--- src/rtl/pwm_bank.sv ---
// pwm_bank: multi-channel PWM with a shared prescaler and period counter and double-buffered compares.
// Optional: define PWM_BANK_POLARITY_EN to add a per-channel output polarity register at address 11.
module pwm_bank #(
  parameter int NUM_CH    = 8,
  parameter int CNT_WIDTH = 8,
  parameter int DIV_WIDTH = 3
) (
  input  logic                 clk,
  input  logic                 rst_n,
  input  logic                 wr_valid,
  input  logic [3:0]           wr_addr,
  input  logic [CNT_WIDTH-1:0] wr_data,
  output logic [NUM_CH-1:0]    pwm_out,
  output logic                 period_tick,
  output logic                 wr_err
);
  localparam logic [3:0]           ADDR_DIV  = 4'd8;
  localparam logic [3:0]           ADDR_TOP  = 4'd9;
  localparam logic [3:0]           ADDR_CTRL = 4'd10;
  localparam logic [CNT_WIDTH-1:0] CNT_ONE   = CNT_WIDTH'(1);
  localparam logic [DIV_WIDTH-1:0] DIV_ONE   = DIV_WIDTH'(1);

  logic [DIV_WIDTH-1:0] r_div;
  logic [DIV_WIDTH-1:0] r_pre_cnt;
  logic [CNT_WIDTH-1:0] r_top_sh;
  logic [CNT_WIDTH-1:0] r_top_act;
  logic [CNT_WIDTH-1:0] r_cnt;
  logic [CNT_WIDTH-1:0] r_cmp_sh  [NUM_CH];
  logic [CNT_WIDTH-1:0] r_cmp_act [NUM_CH];
  logic                 r_en;
  logic                 r_mode;
  logic                 r_dir_down;

  logic [NUM_CH-1:0]    w_wr_cmp;
  logic                 w_wr_div;
  logic                 w_wr_top;
  logic                 w_wr_ctrl;
  logic                 w_wr_pol;
  logic                 w_unmapped;
  logic [CNT_WIDTH-1:0] w_top_next;
  logic [CNT_WIDTH-1:0] w_cmp_next [NUM_CH];
  logic                 w_hold;
  logic                 w_tick;
  logic                 w_wrap;
  logic                 w_load;
  logic                 w_dir_step;
  logic [CNT_WIDTH-1:0] w_cnt_step;
  logic [NUM_CH-1:0]    w_raw;
  logic [NUM_CH-1:0]    w_pol;

`ifdef PWM_BANK_POLARITY_EN
  logic [NUM_CH-1:0] r_pol;

  always_ff @(posedge clk or negedge rst_n) begin
    if (!rst_n)        r_pol <= '0;
    else if (w_wr_pol) r_pol <= wr_data[NUM_CH-1:0];
  end

  assign w_pol = r_pol;
`else
  assign w_pol = '0;
`endif

  always_comb begin
    // NOTE: every signal written here gets a default first, so no path can infer a latch.
    w_wr_cmp  = '0;
    w_wr_div  = wr_valid && (wr_addr == ADDR_DIV);
    w_wr_top  = wr_valid && (wr_addr == ADDR_TOP);
    w_wr_ctrl = wr_valid && (wr_addr == ADDR_CTRL);
`ifdef PWM_BANK_POLARITY_EN
    w_wr_pol  = wr_valid && (wr_addr == 4'd11);
`else
    w_wr_pol  = 1'b0;
`endif
    for (int n = 0; n < NUM_CH; n++) begin
      w_wr_cmp[n]   = wr_valid && (int'(wr_addr) == n);
      w_cmp_next[n] = w_wr_cmp[n] ? wr_data : r_cmp_sh[n];
      w_raw[n]      = r_cnt < r_cmp_act[n];
    end
    w_unmapped = wr_valid && !(|w_wr_cmp) && !w_wr_div && !w_wr_top && !w_wr_ctrl && !w_wr_pol;
    w_top_next = w_wr_top ? wr_data : r_top_sh;

    // Disabled, disabling, or switching mode: counter parks at 0/up and actives reload.
    w_hold = !r_en || (w_wr_ctrl && (!wr_data[0] || (wr_data[1] != r_mode)));
    w_tick = r_en && (r_pre_cnt == r_div);

    w_cnt_step = r_cnt;
    w_dir_step = r_dir_down;
    w_wrap     = 1'b0;
    if (!r_mode || (r_top_act == '0)) begin
      if (r_cnt >= r_top_act) begin
        w_cnt_step = '0;
        w_dir_step = 1'b0;
        w_wrap     = 1'b1;
      end else begin
        w_cnt_step = r_cnt + CNT_ONE;
      end
    end else if (!r_dir_down) begin
      if (r_cnt >= r_top_act) begin
        w_cnt_step = r_cnt - CNT_ONE;
        w_dir_step = 1'b1;
      end else begin
        w_cnt_step = r_cnt + CNT_ONE;
        w_dir_step = ((r_cnt + CNT_ONE) == r_top_act);
      end
    end else if (r_cnt <= CNT_ONE) begin
      w_cnt_step = '0;
      w_dir_step = 1'b0;
      w_wrap     = 1'b1;
    end else begin
      w_cnt_step = r_cnt - CNT_ONE;
    end

    w_load = w_hold || (w_tick && w_wrap);
  end

  always_ff @(posedge clk or negedge rst_n) begin
    // NOTE: state is updated with non-blocking assignments so every flop samples pre-edge values.
    if (!rst_n) begin
      r_div       <= '0;
      r_pre_cnt   <= '0;
      r_top_sh    <= '1;
      r_top_act   <= '1;
      r_cnt       <= '0;
      r_en        <= 1'b0;
      r_mode      <= 1'b0;
      r_dir_down  <= 1'b0;
      pwm_out     <= '0;
      period_tick <= 1'b0;
      wr_err      <= 1'b0;
      // NOTE: compare arrays are reset explicitly because their zero state is visible at the outputs.
      for (int n = 0; n < NUM_CH; n++) begin
        r_cmp_sh[n]  <= '0;
        r_cmp_act[n] <= '0;
      end
    end else begin
      wr_err      <= w_unmapped;
      period_tick <= 1'b0;
      if (w_wr_div) r_div    <= wr_data[DIV_WIDTH-1:0];
      if (w_wr_top) r_top_sh <= wr_data;
      if (w_wr_ctrl) begin
        r_en   <= wr_data[0];
        r_mode <= wr_data[1];
      end
      for (int n = 0; n < NUM_CH; n++) begin
        if (w_wr_cmp[n]) r_cmp_sh[n] <= wr_data;
        if (w_load)      r_cmp_act[n] <= w_cmp_next[n];
      end
      if (w_load) r_top_act <= w_top_next;

      if (w_hold) begin
        r_cnt      <= '0;
        r_dir_down <= 1'b0;
        r_pre_cnt  <= '0;
      end else begin
        r_pre_cnt <= (w_wr_div || w_tick) ? '0 : r_pre_cnt + DIV_ONE;
        if (w_tick) begin
          r_cnt       <= w_cnt_step;
          r_dir_down  <= w_dir_step;
          period_tick <= w_wrap;
        end
      end

      pwm_out <= r_en ? (w_raw ^ w_pol) : w_pol;
    end
  end

endmodule
--- config.mk ---
export PLATFORM = sky130hd
export DESIGN_NAME = pwm_bank
export DESIGN_NICKNAME = d
export VERILOG_FILES = /design/src/rtl/pwm_bank.sv
export SDC_FILE = /design/constraint.sdc
export NUM_CORES = 1
export LEC_CHECK = 0
export CORE_UTILIZATION = 55
export DETAILED_ROUTE_END_ITERATION = 12
export GPL_TIMING_DRIVEN = 0
export PLACE_DENSITY = 0.72
export SYNTH_ARGS = -nofsm -noshare
export SYNTH_HDL_FRONTEND = slang
export SYNTH_SLANG_ARGS = --single-unit
--- constraint.sdc ---
create_clock -name clk -period 3.25 [get_ports clk]
set_input_delay 0.325 -clock clk [delete_from_list [all_inputs] [get_ports clk]]
set_output_delay 0.325 -clock clk [all_outputs]
set_load 0.01 [all_outputs]
==> flow_summary_export.csv <==
group,metric,value,unit
power,total_power,8.26,mW
synthesis,synth-seq-cells,171,
synthesis,synth_flop_cell,"dfrtp_1",
sta,worst_slew_pin_slew,1.33,ns
floorplanning,die_area,16800,sq um
worst_setup_path,critPathArrivalTime,3.37,ns
clock_tree,cts_tree,"built",
worst_setup_path,slowest_delay,0.44,ns
drt,drc,0,
worst_setup_path,r2r_cells,11,
worst_setup_path,critPathKind,"flip-flop to flip-flop",
finish,drive_gt1_share,29.0,%
floorplanning,die_h,130,microns
place,placed_area,9470,sq um
floorplanning,die_w,130,microns
clock_tree,cts_sinks,171,
sta,slew-limit-headroom,10.6,%
synthesis,synth_most_common_cell,"dfrtp_1",
finish,fillers,1215,
drt,initialDrtViolationCount,337,
finish,final_net_count,820,
finish,syn_to_final_growth,12.8,%
clock_tree,clkTransAtPathRegs,0.07,ns
finish,fin_cells,965,
synthesis,async_flop_share,100,%
grt,grt_usage,26.3,%
synthesis,synthTopCellsByCount,"dfrtp_1 (155), mux2_2 (77), inv_1 (72), mux2_4 (69), ha_1 (68)",
worst_setup_path,r2r-end,"r_cmp_act[28]",
worst_setup_path,critical_path.top_delay_family,"compound AO/OA/AOI/OAI gates",
worst_setup_path,path_buf_inv,4,
place,dpl.hpwl,12800,microns
synthesis,syn-num-nets,776,
worst_setup_path,crit_chain,"clkbuf_8 -> inv_1 -> ha_1 -> nand2b_1 -> a2111oi_4 -> o21bai_4 -> a211oi_4 -> o21bai_2 -> buf_6 -> buf_12 -> mux2_4",
run_status,status,"finished, final reports clean",
sta,min_period,3.05,ns
place,portBuffers,22,
worst_setup_path,worstSetupPathDepth,11,
sta,drv_slew,0,
floorplanning,start_util,56.3,%
synthesis,synth_area,8940,sq um
synthesis,synth_top_area_cell,"dfrtp_1",
drt,final_antenna_net_count,0,
drt,vias,5505,
drt,avgRoutedWirePerCell,20.8,microns
synthesis,synth_top_area_share,43.4,%
floorplanning,core,15900,sq um
worst_setup_path,cp_max_fo,10,
worst_setup_path,crit_slowest_cell,"dfrtp_2",
grt,antenna_found_initial,1,
floorplanning,io-pin-count,25,
sta,setup_viol,0,
worst_setup_path,r2r_slack,0.20,ns
grt,grt_pass1_vias,5946,
drt,viasPerCell,5.70,
sta,finClkSkew,0.00974,ns
clock_tree,root_buffer,"clkbuf_16",
sta,hold_viol,0,
clock_tree,htreeDepth,4,
sta,min_period_over_period,94.0,%
hold_path,hold_class,"primary input to flip-flop",
synthesis,ys_seq_area_share,48.1,%
drt,wl,20100,microns
finish,utilization,63.5,%
worst_setup_path,crit_start,"r_cnt[0]",
synthesis,synth_warnings,0,
worst_setup_path,cp-end-kind,"flip-flop",
synthesis,syn-instance-count,693,
worst_setup_path,worstPathRequired,3.56,ns
grt,grt_pass1_wl,32300,microns
place,dp.cells,932,
sta,grt_setup_unrepaired,"no",
synthesis,synth_area_leaders,"dfrtp_1 (43%), mux2_4 (12%), mux2_2 (9.7%), ha_1 (9.5%), dfstp_2 (4.7%)",
flow_run,maxCapViolations,0,
finish,antenna_cells,0,
clock_tree,clock_latency,0.43,ns
sta,holdWs,0.324,ns
synthesis,syn_avg_cell_area,12.9,sq um
grt,gr-total-overflow,0,
grt,grt_max_degree,111,
power,p_leak,4.91,nW
power,power_density,819,nW/um^2
worst_setup_path,start_kind,"flip-flop",
power,vdd_drop_max,0.000552,V
clock_tree,clockBufferDepth,2,
synthesis,synth_edf_count,0,
sta,max_freq,0.327,GHz
finish,fin_area,10100,sq um
clock_tree,cts-buffers-inserted,17,
worst_setup_path,endpoint,"r_cmp_act[28]",
floorplanning,row_count,46,
drt,first_pass_iters,6,
worst_setup_path,timing.rr.start,"r_cnt[0]",
synthesis,synth.distinct_cells,53,
place,gp_congestion,0.887,
## power by group
part / internal [mW] / leakage, nW / switching [mW]
registers: 2.88 / 2.08 / 0.449
logic: 1.61 / 2.54 / 1.33
clock network: 1.15 / 0.284 / 0.842
## worst register-to-register path, delay by kind of cell, from the launching register on
kind | cells | cell delay (ns)
AO/OA/AOI/OAI | 4 | 1.01
adder cells (fa/ha/maj) | 1 | 0.27
buffers and inverters | 4 | 0.72
flip-flops | 1 | 0.44
multiplexers | 1 | 0.31
AND/OR/NAND/NOR | 1 | 0.19
## flip-flops by register name, summed over array words and instances (netlist names)
name / flops
period_tick: 1
pwm_out: 8
r_cmp_act: 64
r_cmp_sh: 64
r_cnt: 8
r_dir_down: 1
r_div: 3
r_en: 1
r_mode: 1
r_pre_cnt: 3
r_top_act: 8
r_top_sh: 8
wr_err: 1
## stage by stage
| stage | setup TNS (ns) | setup WS (ns) |
|---|---|---|
| floorplan | 0 | 0.341 |
| global placement | -815.21 | -4.73 |
| detailed placement | -39.55 | -0.525 |
| CTS | 0 | 0.0619 |
| global route | 0 | 0.104 |
| finish | 0 | 0.195 |
## area by class of cell
class,count,area [sq um],share of cell area (%)
plain buffers,23,219,2.17
multi-input cells,427,4190,41.5
inverters,72,270,2.68
well taps,216,270,2.68
clock inverters,11,120,1.19
flip-flops and latches,171,4310,42.7
clock buffers,20,447,4.43
repair buffers,25,270,2.68
## worst min-delay path by stage
| stage | to | cells past startpoint | start | slack (ns) |
|---|---|---|---|---|
| finish | wr_err | 3 | wr_addr[1] | 0.32 |
| global route | wr_err | 3 | wr_addr[1] | 0.37 |
| CTS | wr_err | 3 | wr_addr[1] | 0.33 |
| detailed placement | r_cnt[4] | 1 | rst_n | 0.29 |
| floorplan | period_tick | 0 | rst_n | 0.03 |
| global placement | r_pre_cnt[0] | 1 | r_pre_cnt[0] | 0.46 |
## per-layer routing
layer	share of wire [%]	global-route usage [%]	vias to the layer above
li1	-	-	2533
met1	43	33.7	2822
met2	49	43.8	117
met3	5.0	4.87	33
met4	2.4	11.2	0
met5	0	0	-
## kinds of logic (layout without fill, tap and decap cells)
logic type	after synthesis	in the layout	share of synthesized area, %
buffers and inverters	95	151	5.36
muxes	151	151	21.9
adders and majority gates	68	68	9.51
xor gates and xnor gates	19	19	1.86
and+or+nand+nor	101	101	5.93
AOI/OAI and AO/OA	88	88	7.39
DFF	171	171	48.1
## cells in the final DEF, fill, tap and decap left out, types with 3 or more instances in the layout
master / netlist / routed
o21ai_0: 9 / 9
clkinv_2: 0 / 5
nor2_1: 16 / 16
nand3_1: 10 / 10
a21o_1: 16 / 16
clkdlybuf4s50_1: 0 / 21
nand2_1: 26 / 26
a211oi_1: 8 / 8
a21oi_1: 4 / 4
inv_1: 72 / 72
dfrtp_1: 155 / 150
clkinv_4: 0 / 3
a31oi_1: 12 / 12
o21bai_1: 9 / 8
nor3_1: 7 / 7
clkbuf_16: 0 / 17
and3_1: 4 / 4
ha_1: 68 / 68
mux2_4: 69 / 69
xnor2_1: 12 / 12
nand3b_1: 9 / 9
a32oi_1: 4 / 4
or3_1: 4 / 4
or4_1: 3 / 3
buf_12: 7 / 7
xor2_1: 7 / 7
nand2b_1: 12 / 12
mux2_1: 3 / 3
a311oi_1: 4 / 4
a2111oi_0: 4 / 4
dfrtp_2: 0 / 5
mux2_2: 77 / 77
clkbuf_1: 13 / 14
dfstp_2: 16 / 16
## repair_timing
item,in CTS,in global routing
buffers inserted,0,1
hold buffers,1,0
endpoints found under the hold margin,59,0
gates resized for setup,5,6
setup endpoints to repair,81,74
Power figures use the tool's default switching activity.
